**src/rtl/uart_arb_pkg.sv**
```systemverilog
// uart_arb_pkg: FSM state encodings, sizing constants and
// the modular index helper shared by the UART TX arbiter.
package uart_arb_pkg;

  localparam int MAX_REQ = 8;
  localparam int GID_W   = 3;

  typedef enum logic [1:0] {
    ST_IDLE = 2'd0,
    ST_LOAD = 2'd1,
    ST_WAIT = 2'd2,
    ST_DONE = 2'd3
  } state_t;

  // (base + off) mod n, for base < n and off < n
  function automatic logic [GID_W-1:0] rr_wrap(
    input logic [GID_W-1:0] base,
    input int unsigned      off,
    input int unsigned      n
  );
    int unsigned s;
    s = 32'(base) + off;
    if (s >= n) s = s - n;
    return s[GID_W-1:0];
  endfunction

endpackage

```
**src/rtl/uart_tx_arbiter_rr.sv**
```systemverilog
// rr_arbiter: combinational round-robin pick starting at i_ptr.
// Ports: i_req, i_ptr in; o_valid, o_idx (winner) out.
module rr_arbiter
  import uart_arb_pkg::*;
#(
  parameter int N = 4
) (
  input  logic [N-1:0]     i_req,
  input  logic [GID_W-1:0] i_ptr,
  output logic             o_valid,
  output logic [GID_W-1:0] o_idx
);

  logic [MAX_REQ-1:0] w_req;
  logic [N-1:0]       w_rot;

  assign w_req = MAX_REQ'(i_req);

  // w_rot[k] is the request at position ptr+k (mod N)
  always_comb begin
    w_rot = '0;
    for (int k = 0; k < N; k++)
      w_rot[k] = w_req[rr_wrap(i_ptr, k, N)];
  end

  assign o_valid = |w_rot;

  // scan downward so the smallest offset wins
  always_comb begin
    o_idx = '0;
    for (int k = N - 1; k >= 0; k--)
      if (w_rot[k]) o_idx = rr_wrap(i_ptr, k, N);
  end

endmodule

```
**src/rtl/uart_tx_arbiter.sv**
```systemverilog
// uart_tx_arbiter: round-robin share of one UART transmitter.
// Ports: sclk, nrst, req, req_byte, tx_done in; ack, tx_trigger,
// tx_byte, busy, grant_id, err out. Macro UART_ARB_TIMEOUT_EN
// enables the WAIT watchdog (err pulse, no ack).
module uart_tx_arbiter
  import uart_arb_pkg::*;
#(
  parameter int NUM_REQ     = 4,
  parameter int TIMEOUT_CYC = 10_000
) (
  input  logic                 sclk,
  input  logic                 nrst,
  input  logic [NUM_REQ-1:0]   req,
  input  logic [8*NUM_REQ-1:0] req_byte,
  output logic [NUM_REQ-1:0]   ack,
  output logic                 tx_trigger,
  output logic [7:0]           tx_byte,
  input  logic                 tx_done,
  output logic                 busy,
  output logic [GID_W-1:0]     grant_id,
  output logic                 err
);

  state_t r_state;
  state_t w_next;

  logic [GID_W-1:0]     r_ptr;
  logic [GID_W-1:0]     r_gid;
  logic [7:0]           r_byte;
  logic                 w_valid;
  logic [GID_W-1:0]     w_win;
  logic [8*MAX_REQ-1:0] w_bytes;
  logic                 w_wd_hit;
  logic                 w_abort;

  rr_arbiter #(
    .N(NUM_REQ)
  ) u_rr (
    .i_req  (req),
    .i_ptr  (r_ptr),
    .o_valid(w_valid),
    .o_idx  (w_win)
  );

  assign w_bytes = (8*MAX_REQ)'(req_byte);

`ifdef UART_ARB_TIMEOUT_EN
  localparam int WD_W = $clog2(TIMEOUT_CYC + 1);

  logic [WD_W-1:0] r_wd_cnt;
  logic            r_abort;

  always_ff @(posedge sclk or negedge nrst) begin
    if (!nrst) begin
      r_wd_cnt <= '0;
    end else if (r_state == ST_WAIT) begin
      r_wd_cnt <= r_wd_cnt + WD_W'(1);
    end else begin
      r_wd_cnt <= '0;
    end
  end

  assign w_wd_hit = (r_wd_cnt == WD_W'(TIMEOUT_CYC - 1));

  // abort flag is what WAIT left behind when it exited
  always_ff @(posedge sclk or negedge nrst) begin
    if (!nrst) begin
      r_abort <= 1'b0;
    end else if (r_state == ST_WAIT) begin
      r_abort <= w_wd_hit && !tx_done;
    end
  end

  assign w_abort = r_abort;
`else
  logic w_unused_to;
  assign w_unused_to = (TIMEOUT_CYC != 0);
  assign w_wd_hit    = 1'b0;
  assign w_abort     = 1'b0;
`endif

  always_ff @(posedge sclk or negedge nrst) begin
    if (!nrst) r_state <= ST_IDLE;
    else       r_state <= w_next;
  end

  always_comb begin
    w_next = r_state;
    unique case (r_state)
      ST_IDLE: if (w_valid) w_next = ST_LOAD;
      ST_LOAD: w_next = ST_WAIT;
      ST_WAIT: if (tx_done || w_wd_hit) w_next = ST_DONE;
      ST_DONE: w_next = ST_IDLE;
      default: w_next = ST_IDLE;
    endcase
  end

  always_ff @(posedge sclk or negedge nrst) begin
    if (!nrst) begin
      r_ptr  <= '0;
      r_gid  <= '0;
      r_byte <= '0;
    end else begin
      if (r_state == ST_IDLE && w_valid) begin
        r_gid  <= w_win;
        r_byte <= w_bytes[{w_win, 3'b000} +: 8];
      end
      // both a normal finish and an abort move past the winner
      if (r_state == ST_DONE)
        r_ptr <= rr_wrap(r_gid, 1, NUM_REQ);
    end
  end

  always_comb begin
    tx_trigger = (r_state == ST_LOAD);
    busy       = (r_state != ST_IDLE);
    err        = (r_state == ST_DONE) && w_abort;
    ack        = '0;
    for (int i = 0; i < NUM_REQ; i++)
      ack[i] = (r_state == ST_DONE) && !w_abort &&
               (r_gid == GID_W'(i));
  end

  assign tx_byte  = r_byte;
  assign grant_id = r_gid;

endmodule

```
**config.mk**
```make
export PLATFORM = sky130hd
export DESIGN_NAME = uart_tx_arbiter
export DESIGN_NICKNAME = d
export VERILOG_FILES = /design/src/rtl/uart_arb_pkg.sv /design/src/rtl/uart_tx_arbiter_rr.sv /design/src/rtl/uart_tx_arbiter.sv
export SDC_FILE = /design/constraint.sdc
export NUM_CORES = 1
export LEC_CHECK = 0
export CAP_MARGIN = 20
export CORE_ASPECT_RATIO = 0.75
export CORE_MARGIN = 2
export CORE_UTILIZATION = 46
export CTS_CLUSTER_DIAMETER = 50
export DETAILED_ROUTE_END_ITERATION = 7
export PLACE_DENSITY = 0.82
export SLEW_MARGIN = 20
export SYNTH_ARGS = -nofsm -noshare
export SYNTH_HDL_FRONTEND = slang
export SYNTH_SLANG_ARGS = --single-unit
```
**constraint.sdc**
```tcl
create_clock -name sclk -period 4.9 [get_ports sclk]
set_input_delay 0.98 -clock sclk [delete_from_list [all_inputs] [get_ports sclk]]
set_output_delay 0.98 -clock sclk [all_outputs]
set_load 0.03 [all_outputs]
```
==> summary.txt <==
Compound-gate portion of the synthesized area: 0.1667
Hold Vio Cnt, Final: 0
Setup Viol. Count Final: 0
Initial antenna violation count: 0
Tightest Hold Check Type: flip-flop to flip-flop
Max H-tree Level: 1
RSZ-0062 raised after global routing: false
Adder-cell share of the synthesized area: 0.1013
Register area share after synthesis: 0.2947
Routed wire length: 3.310 mm
Post-CTS repair timing setup buffer count: 0
Clock tree from TritonCTS: done
Yosys warns: 0
Post-detailed-route count of antenna-violating nets: 0
Top library cells by usage in the layout, fill and taps aside: 55 x clkdlybuf4s50_1, 16 x dfrtp_1, 13 x and2_1, 11 x inv_1, 11 x ha_1
Max_slew headroom: 0.5306
Number of maximum-capacitance violations: 0
Deepest clock path buffer count: 2
Average routed wire per standard cell: 14.98 um
Startpoint of the most critical register-to-register path: r_ptr[0]$_DFFE_PN0P_
Flip-flop and latch area: 400.4 um2
Outcome: finished clean
Synthesized-area fraction occupied by and/or/nand/nor cells: 0.1556
WP data required: 5.08 ns
Distinct cell type count of the synthesized netlist: 35
Effective utilization at floorplan: 0.4732
Dominant combinational cell family by area after synthesis: multiplexers
Critical path type: primary input to flip-flop
Post-layout instance count excluding filler cells: 221
Count of mapped cells out of synthesis: 130
Setup TNS: 0 ns
Area used by multi-input combinational logic: 869.6 um2
Detailed-router iteration count before antenna repair: 4
Hold Path Origin: grant_id[0]$_DFFE_PN0P_
Number of remaining DRC errors: 0
Actual slew at the worst max-slew pin: 0.7019 ns
Core box area: 0.002872 mm2
Highest attainable clock frequency: 289.7 MHz
Global-route wire length before repair: 5.382 mm
Xor and xnor fraction of the mapped netlist area: 0
DPL Wire Length: 2.704 mm
Number of buffer cells added on primary ports: 55
Number of design-rule violations left by the first detailed-router iteration: 123
Ratio of cells with drive above 1 in the final layout: 0.1475
Min-Delay Endpoint: r_ptr[0]$_DFFE_PN0P_
Placement row count: 17
Count of hold buffers inserted by post-cts repair: 0
Crit. End Element: flip-flop
Synthesis-stage register bit count: 16
Placed instance count: 217
Most frequent standard cell in the layout excluding fill and tap cells: clkdlybuf4s50_1
Detail-routed via count per cell: 5.543
Number of pins exceeding their max-slew limit in the final report: 0
Leakage power: 0.0008526 uW
Final worst-path setup slack: 1.448 ns
Summed instance area of the synthesized netlist: 0.001359 mm2
CP max FO: 9
Final Net Count: 234
Vias in the first global route: 1250
Worst Hold Path Cells: 1
Number of instances resized during post-cts repair: 0
Maximum number of pins on one net before global-route repair: 18
Synthesized netlist net count: 180
Average footprint of a synthesized cell: 10.45 um2
Die ar.: 0.003409 mm2
Post-CTS clock slew at the launch and capture registers of the worst setup and hold paths: 0.07 ns
Post-route minimum period: 3.452 ns
Multiplexer fraction of the synthesized cell area: 0.2136
Total number of vias: 1225
Number of clock buffers inserted by TritonCTS: 3
Total power per unit cell area: 629.6 mW/mm2
Cell chosen for the clock root: clkbuf_8
Area Overhead vs Synth: 44.57%
Total of fill cells in the finished design: 235
Worst vdd ir: 0.3275 mV
Crit share post-route: 0.7046
ANT cells: 0
R2R Setup Slk: 1.58 ns
Remaining global-route overflow: 0
Launching element type of the critical path: primary input
Reg-to-reg critical path endpoint: tx_byte[2]$_DFFE_PN0P_
Setup Slack @ Placement: 1.222 ns
Arrival @ worst endpoint: 3.63 ns
Width of the die: 66.76 um
Die span in y: 51.07 um
Clock latency on the worst-skew pair: 0.25 ns
Combined global-route utilization of all metal layers: 0.2074
Number of sinks driven by the clock tree: 16
Final estimated routing congestion in global placement: 0.7933
Final setup skew: 0.008768 ns
IO Count: 57
Number of cell instances on the worst register-to-register path: 8
[kinds of logic after synthesis]
family	count (synthesis)
buf+inv	17
fa+ha+maj	11
simple gates	37
flops	16
compound gates	27
other cells	1
mux	21
[report_power, final]
part,total [uW],switching (uW),internal (uW)
logic,857,429,428
registers,264,71.3,193
clock network,116,44.8,71.3
[registers in the layout, indices dropped and copies added, names as in the netlist]
register,flops
tx_byte,8
grant_id,3
r_ptr,3
r_state,2
[area by class of cell]
cell class,count,area share
clock buffer,4,0.02803
multi-input combinational,97,0.4427
timing repair buffer,55,0.2803
tap,38,0.02420
inverter,11,0.02102
sequential,16,0.2038
[worst max-delay path: stages]
cell and delay, ns:
clkdlybuf4s50_1 0.52, mux4_2 0.55, and2_4 0.16, o32a_1 0.33
nor3_1 0.22, nor2b_1 0.61, a221o_1 0.25
[Yosys cell counts (all sizes together)]
| cell type | number | area (um2) |
|---|---|---|
| dfrtp | 16 | 400.4 |
| clkbuf | 2 | 7.510 |
| and2 | 14 | 90.09 |
| mux2i | 2 | 20.02 |
| o21ai | 3 | 26.28 |
| a221o | 8 | 80.08 |
| o32ai | 1 | 8.760 |
| a32oi | 1 | 8.760 |
| o41a | 1 | 11.26 |
| a21oi | 5 | 25.02 |
| mux4 | 2 | 45.04 |
| nor2b | 3 | 18.77 |
| nand3b | 1 | 7.510 |
| nand2b | 3 | 18.77 |
| mux2 | 17 | 225.2 |
| nand3 | 1 | 5.000 |
| ha | 11 | 137.6 |
| buf | 4 | 40.03 |
| inv | 11 | 41.29 |
| a211oi | 3 | 22.52 |
| nor3 | 2 | 10.01 |
| a21o | 2 | 15.01 |
| o31a | 1 | 10.01 |
| conb | 1 | 3.750 |
| nand2 | 4 | 22.52 |
| o32a | 1 | 10.01 |
| nor2 | 7 | 26.28 |
| nand4 | 2 | 12.51 |
| o22a | 1 | 8.760 |
[worst max path at each step]
stage	from	to	depth (start not counted)	slack (ns)
after global placement	req[3]	tx_byte[7]$_DFFE_PN0P_	7	1.42
after CTS	req[3]	tx_byte[2]$_DFFE_PN0P_	7	1.45
after floorplan	r_ptr[1]$_DFFE_PN0P_	tx_byte[7]$_DFFE_PN0P_	10	2.05
after detailed placement	req[3]	tx_byte[4]$_DFFE_PN0P_	7	1.22
after global routing	req[3]	tx_byte[4]$_DFFE_PN0P_	7	1.33
final	req[2]	tx_byte[2]$_DFFE_PN0P_	7	1.45
[layer usage]
layer  global-route usage  part of all wire  up-vias
met4              0.06463             0.017        0
met5                    0                 0        -
met1               0.2355              0.40      578
li1                     -                 -      577
met2               0.3733              0.51       62
met3              0.06167             0.072        8
[through the flow]
stage | power [uW] | area [um2] | util | hold slack [ns]
2_1_floorplan | 909.8 | 1359 | - | 0.5313
3_3_place_gp | 1088 | 1909 | 0.6649 | 0.5466
3_5_place_dp | 1125 | 1909 | 0.6649 | 0.5690
4_1_cts | 1242 | 1964 | 0.6841 | 0.5697
5_1_grt | 1327 | 1964 | 0.6841 | 0.6250
6_report | 1237 | 1964 | 0.6841 | 0.5834
Power figures use the tool's default switching activity.
